**config.mk**
```make
export PLATFORM = sky130hd
export DESIGN_NAME = fetch_stage_flat
export DESIGN_NICKNAME = d
export VERILOG_FILES = /design/src/rtl/fetch_stage_if.sv /design/src/rtl/fetch_stage.sv /design/src/flat_wrapper.sv
export SDC_FILE = /design/constraint.sdc
export NUM_CORES = 1
export LEC_CHECK = 0
export CAP_MARGIN = 5
export CORE_ASPECT_RATIO = 1.2
export CORE_UTILIZATION = 35
export CTS_BUF_LIST = sky130_fd_sc_hd__clkbuf_4
export DETAILED_ROUTE_END_ITERATION = 8
export PLACE_DENSITY_LB_ADDON = 0.1
export RECOVER_POWER = 100
export SLEW_MARGIN = 20
export SYNTH_ARGS = -nofsm -noshare
export SYNTH_HDL_FRONTEND = slang
export SYNTH_SLANG_ARGS = --single-unit
export TNS_END_PERCENT = 10
```
**constraint.sdc**
```tcl
create_clock -name clk -period 4.5 [get_ports clk]
set_clock_uncertainty 0.15 [all_clocks]
set_input_delay 0.9 -clock clk [delete_from_list [all_inputs] [get_ports clk]]
set_output_delay 0.9 -clock clk [all_outputs]
set_load 0.05 [all_outputs]
```
**src/rtl/fetch_stage_if.sv**
```systemverilog
// I-cache request/response channel between the fetch stage (master) and the instruction cache (slave).
interface fetch_stage_if #(
    parameter int DATA_WIDTH = 32
);
    logic                  icache_req_valid;
    logic                  icache_req_ready;
    logic [DATA_WIDTH-1:0] icache_req_addr;
    logic                  icache_resp_valid;
    logic [DATA_WIDTH-1:0] icache_resp_data;

    modport master (
        output icache_req_valid,
        output icache_req_addr,
        input  icache_req_ready,
        input  icache_resp_valid,
        input  icache_resp_data
    );

    modport slave (
        input  icache_req_valid,
        input  icache_req_addr,
        output icache_req_ready,
        output icache_resp_valid,
        output icache_resp_data
    );
endinterface

```
**src/rtl/fetch_stage.sv**
```systemverilog
// Instruction-fetch stage: owns the PC, issues credit-limited I-cache requests and queues {PC, instr} pairs.
// Optional sticky misaligned-redirect detection is enabled by defining FETCH_MISALIGN_CHECK_EN.
module fetch_stage #(
    parameter int                    DATA_WIDTH  = 32,
    parameter logic [DATA_WIDTH-1:0] RESET_PC    = '0,
    parameter int                    QUEUE_DEPTH = 2
) (
    input  logic                  clk,
    input  logic                  rst_n,
    input  logic                  en,
    input  logic                  redirect_e,
    input  logic [DATA_WIDTH-1:0] target_e,
    fetch_stage_if.master         icache,
    output logic                  valid_d,
    output logic [DATA_WIDTH-1:0] PC_d,
    output logic [DATA_WIDTH-1:0] PCPlus4_d,
    output logic [DATA_WIDTH-1:0] Instr_d,
    output logic                  misalign
);

    localparam int PW = (QUEUE_DEPTH > 1) ? $clog2(QUEUE_DEPTH) : 1;
    localparam int CW = $clog2(QUEUE_DEPTH + 1);
    localparam logic [CW:0] DEPTH_W = (CW + 1)'(QUEUE_DEPTH);

    typedef enum logic [1:0] {IDLE, RUN, DRAIN} state_t;

    state_t                state;
    logic [DATA_WIDTH-1:0] fetch_pc;
    logic [DATA_WIDTH-1:0] ifl_pc  [QUEUE_DEPTH];
    logic [DATA_WIDTH-1:0] q_pc    [QUEUE_DEPTH];
    logic [DATA_WIDTH-1:0] q_instr [QUEUE_DEPTH];
    logic [PW-1:0]         ifl_wr, ifl_rd, q_wr, q_rd;
    logic [CW-1:0]         ifl_cnt, q_cnt, drop_cnt;
    logic [CW-1:0]         ifl_cnt_next, drop_next, q_cnt_next;
    logic                  credit, accept, resp, keep, pop, halt;
    logic [DATA_WIDTH-1:0] target_pc;

`ifdef FETCH_MISALIGN_CHECK_EN
    logic misalign_q;

    assign target_pc = target_e;
    assign halt      = misalign_q;
    assign misalign  = misalign_q;

    always_ff @(posedge clk) begin
        if (!rst_n) begin
            misalign_q <= 1'b0;
        end else if (redirect_e && (target_e[1:0] != 2'b00)) begin
            misalign_q <= 1'b1;
        end
    end
`else
    logic unused_target_bits;

    assign target_pc          = {target_e[DATA_WIDTH-1:2], 2'b00};
    assign halt               = 1'b0;
    assign misalign           = 1'b0;
    assign unused_target_bits = ^target_e[1:0];
`endif

    // Every in-flight request holds a queue slot in reserve, so responses never overflow the queue.
    always_comb begin
        credit       = (({1'b0, ifl_cnt} + {1'b0, q_cnt}) < DEPTH_W);
        icache.icache_req_valid = (state != IDLE) && !redirect_e && !halt && credit;
        icache.icache_req_addr  = fetch_pc;
        accept       = icache.icache_req_valid && icache.icache_req_ready;
        resp         = icache.icache_resp_valid;
        keep         = resp && (drop_cnt == '0) && !redirect_e;
        pop          = valid_d && en;
        ifl_cnt_next = ifl_cnt + CW'(accept) - CW'(resp);
        q_cnt_next   = q_cnt + CW'(keep) - CW'(pop);
        drop_next    = drop_cnt;
        if (redirect_e) begin
            drop_next = ifl_cnt_next;
        end else if (resp && (drop_cnt != '0)) begin
            drop_next = drop_cnt - CW'(1);
        end
    end

    always_ff @(posedge clk) begin
        if (!rst_n) begin
            state    <= IDLE;
            fetch_pc <= RESET_PC;
            ifl_wr   <= '0;
            ifl_rd   <= '0;
            ifl_cnt  <= '0;
            drop_cnt <= '0;
            q_wr     <= '0;
            q_rd     <= '0;
            q_cnt    <= '0;
        end else begin
            if (state == IDLE) begin
                state <= RUN;
            end else begin
                state <= (drop_next != '0) ? DRAIN : RUN;
            end
            if (redirect_e) begin
                fetch_pc <= target_pc;
            end else if (accept) begin
                fetch_pc <= fetch_pc + DATA_WIDTH'(4);
            end
            if (accept) begin
                ifl_wr <= ifl_wr + PW'(1);
            end
            if (resp) begin
                ifl_rd <= ifl_rd + PW'(1);
            end
            ifl_cnt  <= ifl_cnt_next;
            drop_cnt <= drop_next;
            // A redirect squashes the whole queue, including any head being consumed this cycle.
            if (redirect_e) begin
                q_wr  <= '0;
                q_rd  <= '0;
                q_cnt <= '0;
            end else begin
                if (keep) begin
                    q_wr <= q_wr + PW'(1);
                end
                if (pop) begin
                    q_rd <= q_rd + PW'(1);
                end
                q_cnt <= q_cnt_next;
            end
        end
    end

    always_ff @(posedge clk) begin
        if (accept) begin
            ifl_pc[ifl_wr] <= fetch_pc;
        end
        if (keep) begin
            q_pc[q_wr]    <= ifl_pc[ifl_rd];
            q_instr[q_wr] <= icache.icache_resp_data;
        end
    end

    always_comb begin
        valid_d   = (q_cnt != '0);
        PC_d      = valid_d ? q_pc[q_rd] : '0;
        PCPlus4_d = valid_d ? (q_pc[q_rd] + DATA_WIDTH'(4)) : '0;
        Instr_d   = valid_d ? q_instr[q_rd] : '0;
    end

    resp_needs_request: assert property (@(posedge clk) disable iff (!rst_n)
        icache.icache_resp_valid |-> (ifl_cnt != '0));

endmodule

```
**src/flat_wrapper.sv**
```systemverilog
// flat-port wrapper written by rule: the top's interface ports become plain ports
module fetch_stage_flat 
#(
    parameter int                    DATA_WIDTH  = 32,
    parameter logic [DATA_WIDTH-1:0] RESET_PC    = '0,
    parameter int                    QUEUE_DEPTH = 2
)
  (clk, rst_n, en, redirect_e, target_e, valid_d, PC_d, PCPlus4_d, Instr_d, misalign, icache_icache_req_valid, icache_icache_req_addr, icache_icache_req_ready, icache_icache_resp_valid, icache_icache_resp_data);
  fetch_stage_if #(.DATA_WIDTH(DATA_WIDTH)) icache_i ();
  input  logic clk;
  input  logic rst_n;
  input  logic en;
  input  logic redirect_e;
  input  logic [DATA_WIDTH-1:0] target_e;
  output logic valid_d;
  output logic [DATA_WIDTH-1:0] PC_d;
  output logic [DATA_WIDTH-1:0] PCPlus4_d;
  output logic [DATA_WIDTH-1:0] Instr_d;
  output logic misalign;
  output wire logic [$bits(icache_i.icache_req_valid)-1:0] icache_icache_req_valid;
  output wire logic [$bits(icache_i.icache_req_addr)-1:0] icache_icache_req_addr;
  input wire logic [$bits(icache_i.icache_req_ready)-1:0] icache_icache_req_ready;
  input wire logic [$bits(icache_i.icache_resp_valid)-1:0] icache_icache_resp_valid;
  input wire logic [$bits(icache_i.icache_resp_data)-1:0] icache_icache_resp_data;
  assign icache_icache_req_valid = icache_i.icache_req_valid;
  assign icache_icache_req_addr = icache_i.icache_req_addr;
  assign icache_i.icache_req_ready = icache_icache_req_ready;
  assign icache_i.icache_resp_valid = icache_icache_resp_valid;
  assign icache_i.icache_resp_data = icache_icache_resp_data;
  fetch_stage #(.DATA_WIDTH(DATA_WIDTH), .RESET_PC(RESET_PC), .QUEUE_DEPTH(QUEUE_DEPTH)) u_core (.clk(clk), .rst_n(rst_n), .en(en), .redirect_e(redirect_e), .target_e(target_e), .icache(icache_i), .valid_d(valid_d), .PC_d(PC_d), .PCPlus4_d(PCPlus4_d), .Instr_d(Instr_d), .misalign(misalign));
endmodule
```
# --- Yosys cells after proc, flatten, opt, wreduce, memory -nomap -nowiden ---
# Memory sizes are Yosys's and may differ from the RTL's. A register that Yosys moved wholly into a read port is not among the register bits.
# Cells that the tools add are included.
word_totals:
  regBits: 44
  ramBits: 192
  inputBits: 70
  output_inout_bits: 131
  n_memories: 3
mem_list:
  columns: ["name", "words", "width", "rd", "rd_clocked_by_memory_dff", "wr", "line_no", "rtl"]
  rows:
  - ["u_core.ifl_pc", 2, 32, 1, 1, 1, "fetch_stage.sv:29", "logic [DATA_WIDTH-1:0] ifl_pc [QUEUE_DEPTH];"]
  - ["u_core.q_instr", 2, 32, 1, 1, 1, "fetch_stage.sv:31", "logic [DATA_WIDTH-1:0] q_instr [QUEUE_DEPTH];"]
  - ["u_core.q_pc", 2, 32, 1, 1, 1, "fetch_stage.sv:30", "logic [DATA_WIDTH-1:0] q_pc [QUEUE_DEPTH];"]
op_classes:
  n_addsub: 12
  n_lt_le_gt_ge: 1
  mux: 19
  bitwise_logic: 1
  n_reduce_logical: 17
op_table:
  columns: ["operator", "count"]
  rows:
  - ["$mux W32", 5]
  - ["$add A32 B3 Y32 const B", 2]
  - ["$mux W1", 11]
  - ["$reduce_bool A2 Y1", 5]
  - ["$logic_and A1 B1 Y1", 7]
  - ["$mux W2", 3]
  - ["$add A1 B1 Y1 const B", 4]
  - ["$add A2 B1 Y2", 2]
  - ["$logic_not A2 Y1", 2]
  - ["$reduce_or A2 Y1", 2]
  - ["$sub A2 B1 Y2", 2]
  - ["$add A2 B2 Y3", 1]
  - ["$lt A3 B2 Y1 const B", 1]
  - ["$sub A2 B1 Y2 const B", 1]
  - ["$logic_not A1 Y1", 1]
  - ["$not A1 Y1", 1]

# --- Depth between registers and ports, before layout ---
# Gate-level depths: netlist of the first run.
depth:
  word_depth: 10
  depth_mapped: 14
  depth_no_buf: 12

# --- Least setup slack after synthesis of the first run ---
# Ideal clock, no wire load.
synth_path:
  path_type: "register to output"
  from: "reg (tool-made name)"
  to: "out PCPlus4_d[24]"
  arrival_ns: 3.966
  required_time_ns: 3.450
  setup_slack_ns: -0.516
  stages_incl_launch_ff: 12
  path_buffers: 5
  path_cell_list: "dfxtp_1 > buf_6 > buf_12 > buf_2 > buf_2 > buf_2 > mux2_2 > ha_1 > inv_1 > nor4_4 > nand2_1 > o41ai_1"
synth_lines:
  columns: ["item", "line_no", "rtl"]
  rows:
  - ["end: declaration", "flat_wrapper.sv:17", "output logic [DATA_WIDTH-1:0] PCPlus4_d;"]

==> flow_metrics.env, run 1 <==
export IMPL_drt_wl_total_um=24900
export IMPL_fin_crit_sh=0.949
export IMPL_power_total_mw=5.28
export IMPL_synth_distinct_cells=60
export IMPL_gp_congestion=0.804
export IMPL_postRouteAntennaNets=0
export IMPL_max_freq_mhz=234
export IMPL_p_leak_nw=4.84
export IMPL_fin_nets=1138
export IMPL_fill_cells=2663
export IMPL_final_util=0.465
export IMPL_drtPass1Iterations=7
export IMPL_grt_pass1_wl_um=38700
export IMPL_post_dp_cell_area_um2=12700
export IMPL_portBuffers=191
export IMPL_failed_checks="max-capacitance violations, max-slew violations"
export IMPL_syn_avg_cell_area_um2=12.4
export IMPL_hold_class="register to register"
export IMPL_drtIter0Drc=282
export IMPL_status="complete, but fails checks"
export IMPL_period_needed_ps=4270
export IMPL_drc=0
export IMPL_slowest_stage="dfxtp_4"
export IMPL_grt_pass1_vias=7314
export IMPL_die_w_um=158
export IMPL_clk_pin_slew_ps=60
export IMPL_cts_path_max_buffers=3
export IMPL_holdPathStages=2
export IMPL_seq_area_frac_synth=0.623
export IMPL_gr_total_overflow=0
export IMPL_clkLatencyLatePin_ps=640
export IMPL_synth_warnings=0
export IMPL_worst_path_max_fanout=26
export IMPL_die_area_um2=30100
export IMPL_finalSetupTns_ps=0
export IMPL_vias_per_cell=4.96
export IMPL_drv_cap=5
export IMPL_cp_data_arrival_time_ps=3220
export IMPL_syn_cell_area_um2=10300
export IMPL_drive_above_1_share=0.147
export IMPL_num_vias=7400
export IMPL_worstSetupPathType="register to output pin"
export IMPL_start_util=0.356
export IMPL_cts_tree="yes"
export IMPL_ys_ff_latch=228
export IMPL_timing_critical_path_cells="mux2i_1 -> a211oi_2 -> clkbuf_2 -> nand3_2 -> nor4_1 -> mux2_2 -> clkbuf_4"
export IMPL_worstSetupStartpointType="register"
export IMPL_ys_async_sr_fraction=0
export IMPL_fin_ws_ps=229
export IMPL_cts_sinks=228
export IMPL_critPathRequiredTime_ps=3450
export IMPL_rsz0062_at_grt="false"
export IMPL_synthAdderAreaFrac=0.0105
export IMPL_rr_endpoint="u_core.ifl_pc[1][22]$_DFFE_PP_"
export IMPL_synthMuxAreaShare=0.0999
export IMPL_yosys_area_share_xor_xnor=0.0213
export IMPL_die_h_um=190
export IMPL_place_ws_ps=552
export IMPL_slowest_delay_ps=560
export IMPL_root_buffer="clkbuf_4"
export IMPL_antenna_found_initial=2
export IMPL_powerDensity_nw_per_um2=394
export IMPL_htree_num_levels=2
export IMPL_dp_cells=1384
export IMPL_setup_viol=0
export IMPL_final_cells=1492
export IMPL_ir_drop_uv=214
export IMPL_synth_top_family_by_area="simple AND/OR/NAND/NOR gates"
export IMPL_synth_simple_area_share=0.138
export IMPL_area_delta_synth_final_pct=30.5
export IMPL_whs_ps=364
export IMPL_reg2reg_slack_ps=820
export IMPL_design_area_um2=13400
export IMPL_min_to="u_core.q_rd$_SDFFE_PP0P_"
export IMPL_worst_r2r_path_depth=8
export IMPL_postCtsHoldBufs=0
export IMPL_gr_usage_all_layers=0.165
export IMPL_rr_startpoint="u_core.q_cnt[0]$_SDFF_PP0_"
export IMPL_io_pins=201
export IMPL_fp_coreArea_um2=28800
export IMPL_synth_edf_count=184
export IMPL_dp_hpwl_um=17000
export IMPL_tightest_slew_ps=1950
export IMPL_min_delay_start="u_core.q_rd$_SDFFE_PP0P_"
export IMPL_wl_per_cell_um=16.7
export IMPL_cp_end_kind="output pin"
export IMPL_rows=68
export IMPL_hold_viol_final=0
export IMPL_synth_compound_area_frac=0.0762
export IMPL_synthCells=828
export IMPL_slew_violations=195
export IMPL_cts_buffers=58
export IMPL_slew_limit_headroom=-0.303
export IMPL_synth_main_ff_cell="edfxtp_1"
export IMPL_grt_max_degree=79
## worst max-delay path by stage
stage | slack (ps) | start | end | depth (start not counted)
after floorplan | -100 | register | PCPlus4_d[20] | 12
after global routing | 9 | register | PCPlus4_d[25] | 7
after detailed placement | 550 | register | PCPlus4_d[28] | 7
final | 230 | register | PCPlus4_d[26] | 7
after global placement | 600 | register | PCPlus4_d[28] | 7
after CTS | -60 | register | PCPlus4_d[28] | 7
## cells in the mapped netlist (15+ instances only)
library cell  number  area share
dfxtp_1           44       0.086
inv_1             18      0.0066
nor2_1           111       0.041
xnor2_1           20       0.017
nand2_1           50       0.018
mux2i_1           61       0.059
nand4_1           20       0.012
edfxtp_1         184        0.54
mux2_2            37       0.041
nand3_1           25       0.012
clkbuf_1          27      0.0099
a31oi_1           15      0.0091
and2_1            17       0.010
o21ai_0           21       0.010
a21oi_1           31       0.015
## layer usage
metal	vias to the layer above	track usage	wire (µm)
met4	0	0.0658	661
met5	-	0	0
li1	3599	-	-
met2	269	0.259	11300
met3	52	0.0396	1730
met1	3480	0.218	11200
## critical path, delay by kind of cell (launching register included)
| family | cells | cell delay, ps |
|---|---|---|
| compound gates | 1 | 430 |
| buf+inv | 2 | 460 |
| flops | 1 | 560 |
| mux | 2 | 610 |
| simple gates | 2 | 500 |
## cell type report
type / count / area [µm²] / share of cell area
Antenna cell: 2 / 5.00 / 0.000373
Clock buffer: 94 / 706 / 0.0526
Clock inverter: 11 / 95.1 / 0.00709
Inverter: 18 / 67.6 / 0.00504
Multi-Input combinational cell: 541 / 3620 / 0.269
Sequential cell: 228 / 6410 / 0.478
Tap cell: 385 / 482 / 0.0359
Timing Repair Buffer: 213 / 2040 / 0.152
## where the power goes
| group | total (mW) | switching [mW] | internal, mW |
|---|---|---|---|
| clock | 1.83 | 0.780 | 1.05 |
| sequential | 2.52 | 0.0782 | 2.44 |
| combinational | 0.935 | 0.624 | 0.311 |
## logic make-up after synthesis
group / after synthesis
XOR/XNOR: 25
buffers and inverters: 65
AND/OR/NAND/NOR: 284
multiplexers: 98
adder cells (fa/ha/maj): 8
flip-flops: 228
other: 1
AO/OA/AOI/OAI: 119
## sequential cells by signal, indices dropped and copies added, names as in the netlist, named ones only
register and flops:
u_core.drop_cnt 2, u_core.icache.icache_req_addr 30, u_core.ifl_cnt 2, u_core.ifl_pc 60, u_core.ifl_rd 1, u_core.ifl_wr 1
u_core.q_cnt 2, u_core.q_instr 64, u_core.q_pc 60, u_core.q_rd 1, u_core.q_wr 1, u_core.state 2
## what timing repair did
item / 4_1_cts / 5_1_grt
pin swaps: 2 / 1
gates resized for setup: 5 / 6
buffers inserted: 1 / 0
setup endpoints to repair: 5 / 4
## placed cells by master (no fill, tap or decap), types with 21 or more instances in the layout
master	n
nand3_1	24
o21ai_0	21
edfxtp_1	184
clkdlybuf4s50_1	34
nor2_1	110
mux2i_1	61
clkbuf_4	96
dfxtp_1	43
nand2_1	49
mux2_1	26
dlygate4sd3_1	131
a21oi_1	31
Power figures use the tool's default switching activity.
==> inputs of run 2 (changes only) <==
Settings changed: CORE_MARGIN set to 8.
==> run 2 against run 1 <==
- the flow still finishes with violations (max-capacitance violations, max-slew violations)
- critical path depth decreased by 1
- core utilization is 0.16 points lower
- die area up 17%
- combinational power grew 0.5%
- worst setup slack improved by 37 ps
- cell area decreased by 0.35%
- cell count shrank 0.40%
- power decreased by 1.7%
- global-route usage fell by 1.8 points
- critical path type unchanged
- largest cell class unchanged
- largest power group unchanged
==> flow_metrics.env, run 2 (synthesis gave the netlist of run 1 again) <==
export IMPL_status="complete, but fails checks"
export IMPL_failed_checks="max-capacitance violations, max-slew violations"
export IMPL_max_freq_mhz=236
export IMPL_postRouteAntennaNets=0
export IMPL_gr_usage_all_layers=0.147
export IMPL_power_share_switching=0.289
export IMPL_tightest_slew_ps=1740
export IMPL_finalSetupTns_ps=0
export IMPL_fill_cells=2685
export IMPL_fin_crit_sh=0.941
export IMPL_grt_max_degree=63
export IMPL_start_util=0.356
export IMPL_p_sw_mw=1.50
export IMPL_ir_drop_uv=164
export IMPL_worst_path_max_fanout=24
export IMPL_fin_nets=1136
export IMPL_area_delta_synth_final_pct=30.1
export IMPL_worst_r2r_path_depth=8
export IMPL_num_vias=7361
export IMPL_io_pins=201
export IMPL_cp_num_cells=6
export IMPL_comb_power_share=0.181
export IMPL_period_needed_ps=4230
export IMPL_critPathTopFamily="buffers and inverters"
export IMPL_fp_coreArea_um2=28800
export IMPL_timing_critical_path_cells="nand4_1 -> a22oi_1 -> nand2_1 -> xnor2_1 -> nor2_1 -> dlygate4sd3_1"
export IMPL_slowest_delay_ps=890
export IMPL_drtIter0Drc=307
export IMPL_final_cell_mix="edfxtp_1 (184), dlygate4sd3_1 (132), nor2_1 (109), clkbuf_4 (91), mux2i_1 (61)"
export IMPL_cts_buffers=58
export IMPL_slew_limit_headroom=-0.160
export IMPL_drc=0
export IMPL_drt_wl_total_um=26300
export IMPL_regArea_um2=6410
export IMPL_slew_violations=193
export IMPL_rsz0062_at_grt="false"
export IMPL_final_common_cell="edfxtp_1"
export IMPL_gr_total_overflow=0
export IMPL_worstSetupPathType="register to output pin"
export IMPL_clkPwrFrac=0.334
export IMPL_powerDensity_nw_per_um2=388
export IMPL_postCtsHoldBufs=0
export IMPL_worstSetupStartpointType="register"
export IMPL_clk_pin_slew_ps=70
export IMPL_die_h_um=204
export IMPL_die_w_um=172
export IMPL_multi_input_area_um2=3620
export IMPL_p_int_mw=3.69
export IMPL_clkLatencyLatePin_ps=670
export IMPL_cts_path_max_buffers=3
export IMPL_holdPathStages=2
export IMPL_p_leak_nw=4.83
export IMPL_cts_sinks=228
export IMPL_drv_cap=4
export IMPL_htree_num_levels=2
export IMPL_largest_register="u_core.q_instr"
export IMPL_design_area_um2=13400
export IMPL_gp_congestion=0.806
export IMPL_drtPass1Iterations=6
export IMPL_dp_hpwl_um=18300
export IMPL_cp_end_kind="output pin"
export IMPL_critPathRequiredTime_ps=3450
export IMPL_root_buffer="clkbuf_4"
export IMPL_reg_largest_list="u_core.q_instr (64), u_core.ifl_pc (60), u_core.q_pc (60)"
export IMPL_rows=68
export IMPL_portBuffers=191
export IMPL_slowest_stage="dlygate4sd3_1"
export IMPL_largest_reg_flops=64
export IMPL_vias_per_cell=4.95
export IMPL_setup_viol=0
export IMPL_drive_above_1_share=0.143
export IMPL_grt_pass1_wl_um=40900
export IMPL_antenna_found_initial=2
export IMPL_postCtsSetupBuffers=0
export IMPL_die_area_um2=35100
export IMPL_post_dp_cell_area_um2=12700
export IMPL_grt_pass1_vias=7421
export IMPL_hold_viol_final=0
export IMPL_path_buf_inv=1
export IMPL_p_seq_frac=0.485
export IMPL_whs_ps=367
export IMPL_hold_class="register to register"
export IMPL_cts_tree="yes"
export IMPL_wl_per_cell_um=17.7
export IMPL_cp_data_arrival_time_ps=3180
==> run 2: power by group through the flow <==
stage	Clock (mW)	Sequential, mW	Combinational (mW)
after detailed placement	0	2.56	0.999
after floorplan	0	2.60	0.593
after global placement	0	2.56	0.998
after CTS	1.82	2.51	1.00
final	1.74	2.52	0.940
after global routing	1.91	2.53	1.02
==> run 2: layer usage <==
| layer | vias up | part of all wire | track usage | routed length [µm] |
|---|---|---|---|---|
| met2 | 256 | 0.45 | 0.230 | 11700 |
| met1 | 3460 | 0.46 | 0.193 | 12000 |
| met4 | 0 | 0.021 | 0.0512 | 551 |
| met3 | 46 | 0.075 | 0.0391 | 1970 |
| met5 | - | 0 | 0 | 0 |
| li1 | 3599 | - | - | - |
==> run 2: layout make-up <==
type / count / area share
Sequential cell: 228 / 0.479
Clock inverter: 13 / 0.00636
Multi-Input combinational cell: 541 / 0.271
Clock buffer: 88 / 0.0494
Timing Repair Buffer: 211 / 0.153
Inverter: 18 / 0.00505
Tap cell: 385 / 0.0360
Antenna cell: 2 / 0.000374
==> run 2: final timing paths <==
path | slack, ps | to | start
setup / recovery | 270 | PCPlus4_d[9] | register
setup reg to reg | 810 | u_core.ifl_pc[1][24]$_DFFE_PP_ | u_core.q_cnt[0]$_SDFF_PP0_
hold / removal | 370 | register | u_core.ifl_rd$_SDFFE_PN0P_
hold reg to reg | 370 | register | u_core.ifl_rd$_SDFFE_PN0P_
==> run 2: worst min-delay path: stages, from the launching register on <==
cell     delay (ps)
dfxtp_1         320
xnor2_1          80
nor2_1           80
==> run 2: metrics by stage <==
stage          power, mW   util  setup WS [ps]  cells
3_5_place_dp        3.56  0.440            506   1383
6_report            5.19  0.464            266   1486
2_1_floorplan       3.19      -          -95.8    834
3_3_place_gp        3.55  0.440            550   1383
4_1_cts             5.33  0.466          -11.1   1484
5_1_grt             5.46  0.464           12.8   1486
==> run 2: what timing repair did <==
item,in CTS,in global routing
gates resized for setup,5,3
pin swaps,0,1
setup endpoints to repair,4,4
==> inputs of run 3 (changes only) <==
Settings changed: CORE_UTILIZATION 35 to 54, PLACE_DENSITY set to 0.9, PLACE_DENSITY_LB_ADDON 0.1 to unset.
Clock period 4.5 ns to 4.75 ns, I/O delays scaled along.
==> run 3 against run 2 <==
- the flow still finishes with violations (max-capacitance violations, max-slew violations)
- via count increased by 1.2%
- worst setup slack got worse by 80 ps
- die area decreased by 32%
- cell area decreased by 2.1%
- critical path depth increased by 1
- critical endpoint is now PCPlus4_d[13]
==> flow_metrics.env, run 3 (synthesis gave the netlist of run 1 again) <==
export IMPL_status="complete, but fails checks"
export IMPL_failed_checks="max-capacitance violations, max-slew violations"
export IMPL_drt_wl_total_um=23500
export IMPL_gr_usage_all_layers=0.194
export IMPL_finalSetupTns_ps=0
export IMPL_post_dp_cell_area_um2=12400
export IMPL_cts_tree="yes"
export IMPL_clkLatencyLatePin_ps=640
export IMPL_cp_data_arrival_time_ps=3460
export IMPL_multi_input_area_um2=3620
export IMPL_worstSetupPathType="register to output pin"
export IMPL_fp_coreArea_um2=18800
export IMPL_dp_cells=1251
export IMPL_num_vias=7449
export IMPL_fill_cells=1336
export IMPL_worst_r2r_path_depth=9
export IMPL_rsz0062_at_grt="false"
export IMPL_cp_end_kind="output pin"
export IMPL_die_h_um=167
export IMPL_max_freq_mhz=219
export IMPL_timing_critical_path_cells="nand4b_1 -> a222oi_1 -> clkbuf_1 -> nand2_1 -> xnor2_1 -> nor2_1 -> dlygate4sd3_1"
export IMPL_regArea_um2=6410
export IMPL_cts_path_max_buffers=3
export IMPL_setup_viol=0
export IMPL_vias_per_cell=5.51
export IMPL_largest_register="u_core.q_instr"
export IMPL_final_util=0.697
export IMPL_powerDensity_nw_per_um2=365
export IMPL_root_buffer="clkbuf_4"
export IMPL_dp_hpwl_um=16400
export IMPL_rr_startpoint="u_core.q_cnt[0]$_SDFF_PP0_"
export IMPL_cts_sinks=228
export IMPL_final_cells=1352
export IMPL_die_area_um2=23700
export IMPL_portBuffers=191
export IMPL_holdPathStages=2
export IMPL_drv_cap=4
export IMPL_worst_path_max_fanout=19
export IMPL_hold_viol_final=0
export IMPL_path_buf_inv=2
export IMPL_fin_ws_ps=186
export IMPL_area_delta_synth_final_pct=27.4
export IMPL_final_common_cell="edfxtp_1"
export IMPL_min_delay_start="u_core.q_rd$_SDFFE_PP0P_"
export IMPL_fin_nets=1131
export IMPL_gp_congestion=0.858
export IMPL_fin_crit_sh=0.961
export IMPL_slew_violations=193
export IMPL_slew_limit_headroom=-0.0986
export IMPL_drtPass1Iterations=5
export IMPL_critPathTopFamily="buffers and inverters"
export IMPL_clk_pin_slew_ps=70
export IMPL_rows=55
export IMPL_ir_drop_uv=230
export IMPL_wl_per_cell_um=17.4
export IMPL_period_needed_ps=4560
export IMPL_design_area_um2=13100
export IMPL_grt_pass1_vias=7342
export IMPL_reg2reg_slack_ps=1000
export IMPL_postCtsHoldBufs=0
export IMPL_largest_reg_flops=64
export IMPL_postRouteAntennaNets=0
export IMPL_final_cell_mix="edfxtp_1 (184), dlygate4sd3_1 (132), nor2_1 (108), clkbuf_4 (78), mux2i_1 (61)"
export IMPL_min_to="u_core.q_rd$_SDFFE_PP0P_"
export IMPL_reg_largest_list="u_core.q_instr (64), u_core.ifl_pc (60), u_core.q_pc (60)"
export IMPL_start_util=0.547
export IMPL_critPathRequiredTime_ps=3650
export IMPL_slowest_delay_ps=940
export IMPL_hold_class="register to register"
export IMPL_rr_endpoint="u_core.ifl_pc[1][3]$_DFFE_PP_"
export IMPL_slowest_stage="dlygate4sd3_1"
export IMPL_cts_buffers=53
export IMPL_worstSetupStartpointType="register"
export IMPL_antenna_found_initial=1
export IMPL_drtIter0Drc=422
export IMPL_tightest_slew_ps=1650
export IMPL_htree_num_levels=2
export IMPL_grt_max_degree=63
export IMPL_place_ws_ps=572
export IMPL_drive_above_1_share=0.121
export IMPL_drc=0
export IMPL_grt_pass1_wl_um=37100
export IMPL_io_pins=201
export IMPL_die_w_um=142
export IMPL_p_leak_nw=4.75
export IMPL_gr_total_overflow=0
==> run 3: changes by cell type in the layout (fill, tap and decap cells not counted), sizes merged <==
| cell | previous run | this run |
|---|---|---|
| clkinvlp | 2 | 1 |
| dlymetal6s2s | 1 | 0 |
| buf | 24 | 16 |
| clkinv | 10 | 17 |
| clkbuf | 108 | 97 |
| diode | 2 | 1 |
| dlygate4sd2 | 0 | 2 |
| clkdlybuf4s50 | 34 | 42 |
==> run 3: worst register-to-register path, cell delays in order, from the launching register on <==
cell and delay [ps]:
dfxtp_1 370, inv_1 80, nor2_1 130, fa_1 430, nor3_1 320, nand3_1 150
inv_1 70, clkbuf_1 830, and2_1 240, clkbuf_2 590
==> run 3: power by group <==
part           switching (mW)  total [mW]  internal, mW
clock                   0.716        1.52         0.809
combinational           0.584       0.867         0.283
sequential             0.0726        2.38          2.31
total                    1.37        4.77          3.40
==> run 3: worst max-delay path by stage <==
stage	to	from	cells after the start	slack, ps
final	PCPlus4_d[13]	register	7	190
after global routing	PC_d[15]	u_core.q_cnt[1]$_SDFF_PP0_	4	40
after CTS	PCPlus4_d[14]	register	8	4
after detailed placement	PCPlus4_d[14]	register	8	570
after global placement	PCPlus4_d[22]	register	8	590
after floorplan	PCPlus4_d[20]	register	12	100
==> run 3: layer usage <==
metal,up-vias,part of all wire,global-route usage
li1,3573,-,-
met1,3497,0.40,0.230
met2,320,0.49,0.327
met3,59,0.078,0.0458
met4,0,0.031,0.0912
met5,-,0,0
==> run 3: timing repair <==
action	in CTS	in global routing
gates resized for setup	2	1
endpoints found under the setup margin	8	23
pin swaps	1	1
setup buffers	0	3
==> run 3: layout make-up <==
class,count,area share
antenna,1,0.000191
clock buffer,78,0.0447
clock inverter,19,0.00793
inverter,18,0.00516
multi-input combinational,541,0.277
sequential,228,0.490
tap,256,0.0245
timing repair buffer,211,0.151
==> run 3: per-stage QoR <==
step | hold WS [ps] | total power, mW
finish | 374 | 4.77
CTS | 377 | 4.87
global placement | 346 | 3.31
floorplan | 330 | 3.02
detailed placement | 362 | 3.33
global route | 388 | 4.99
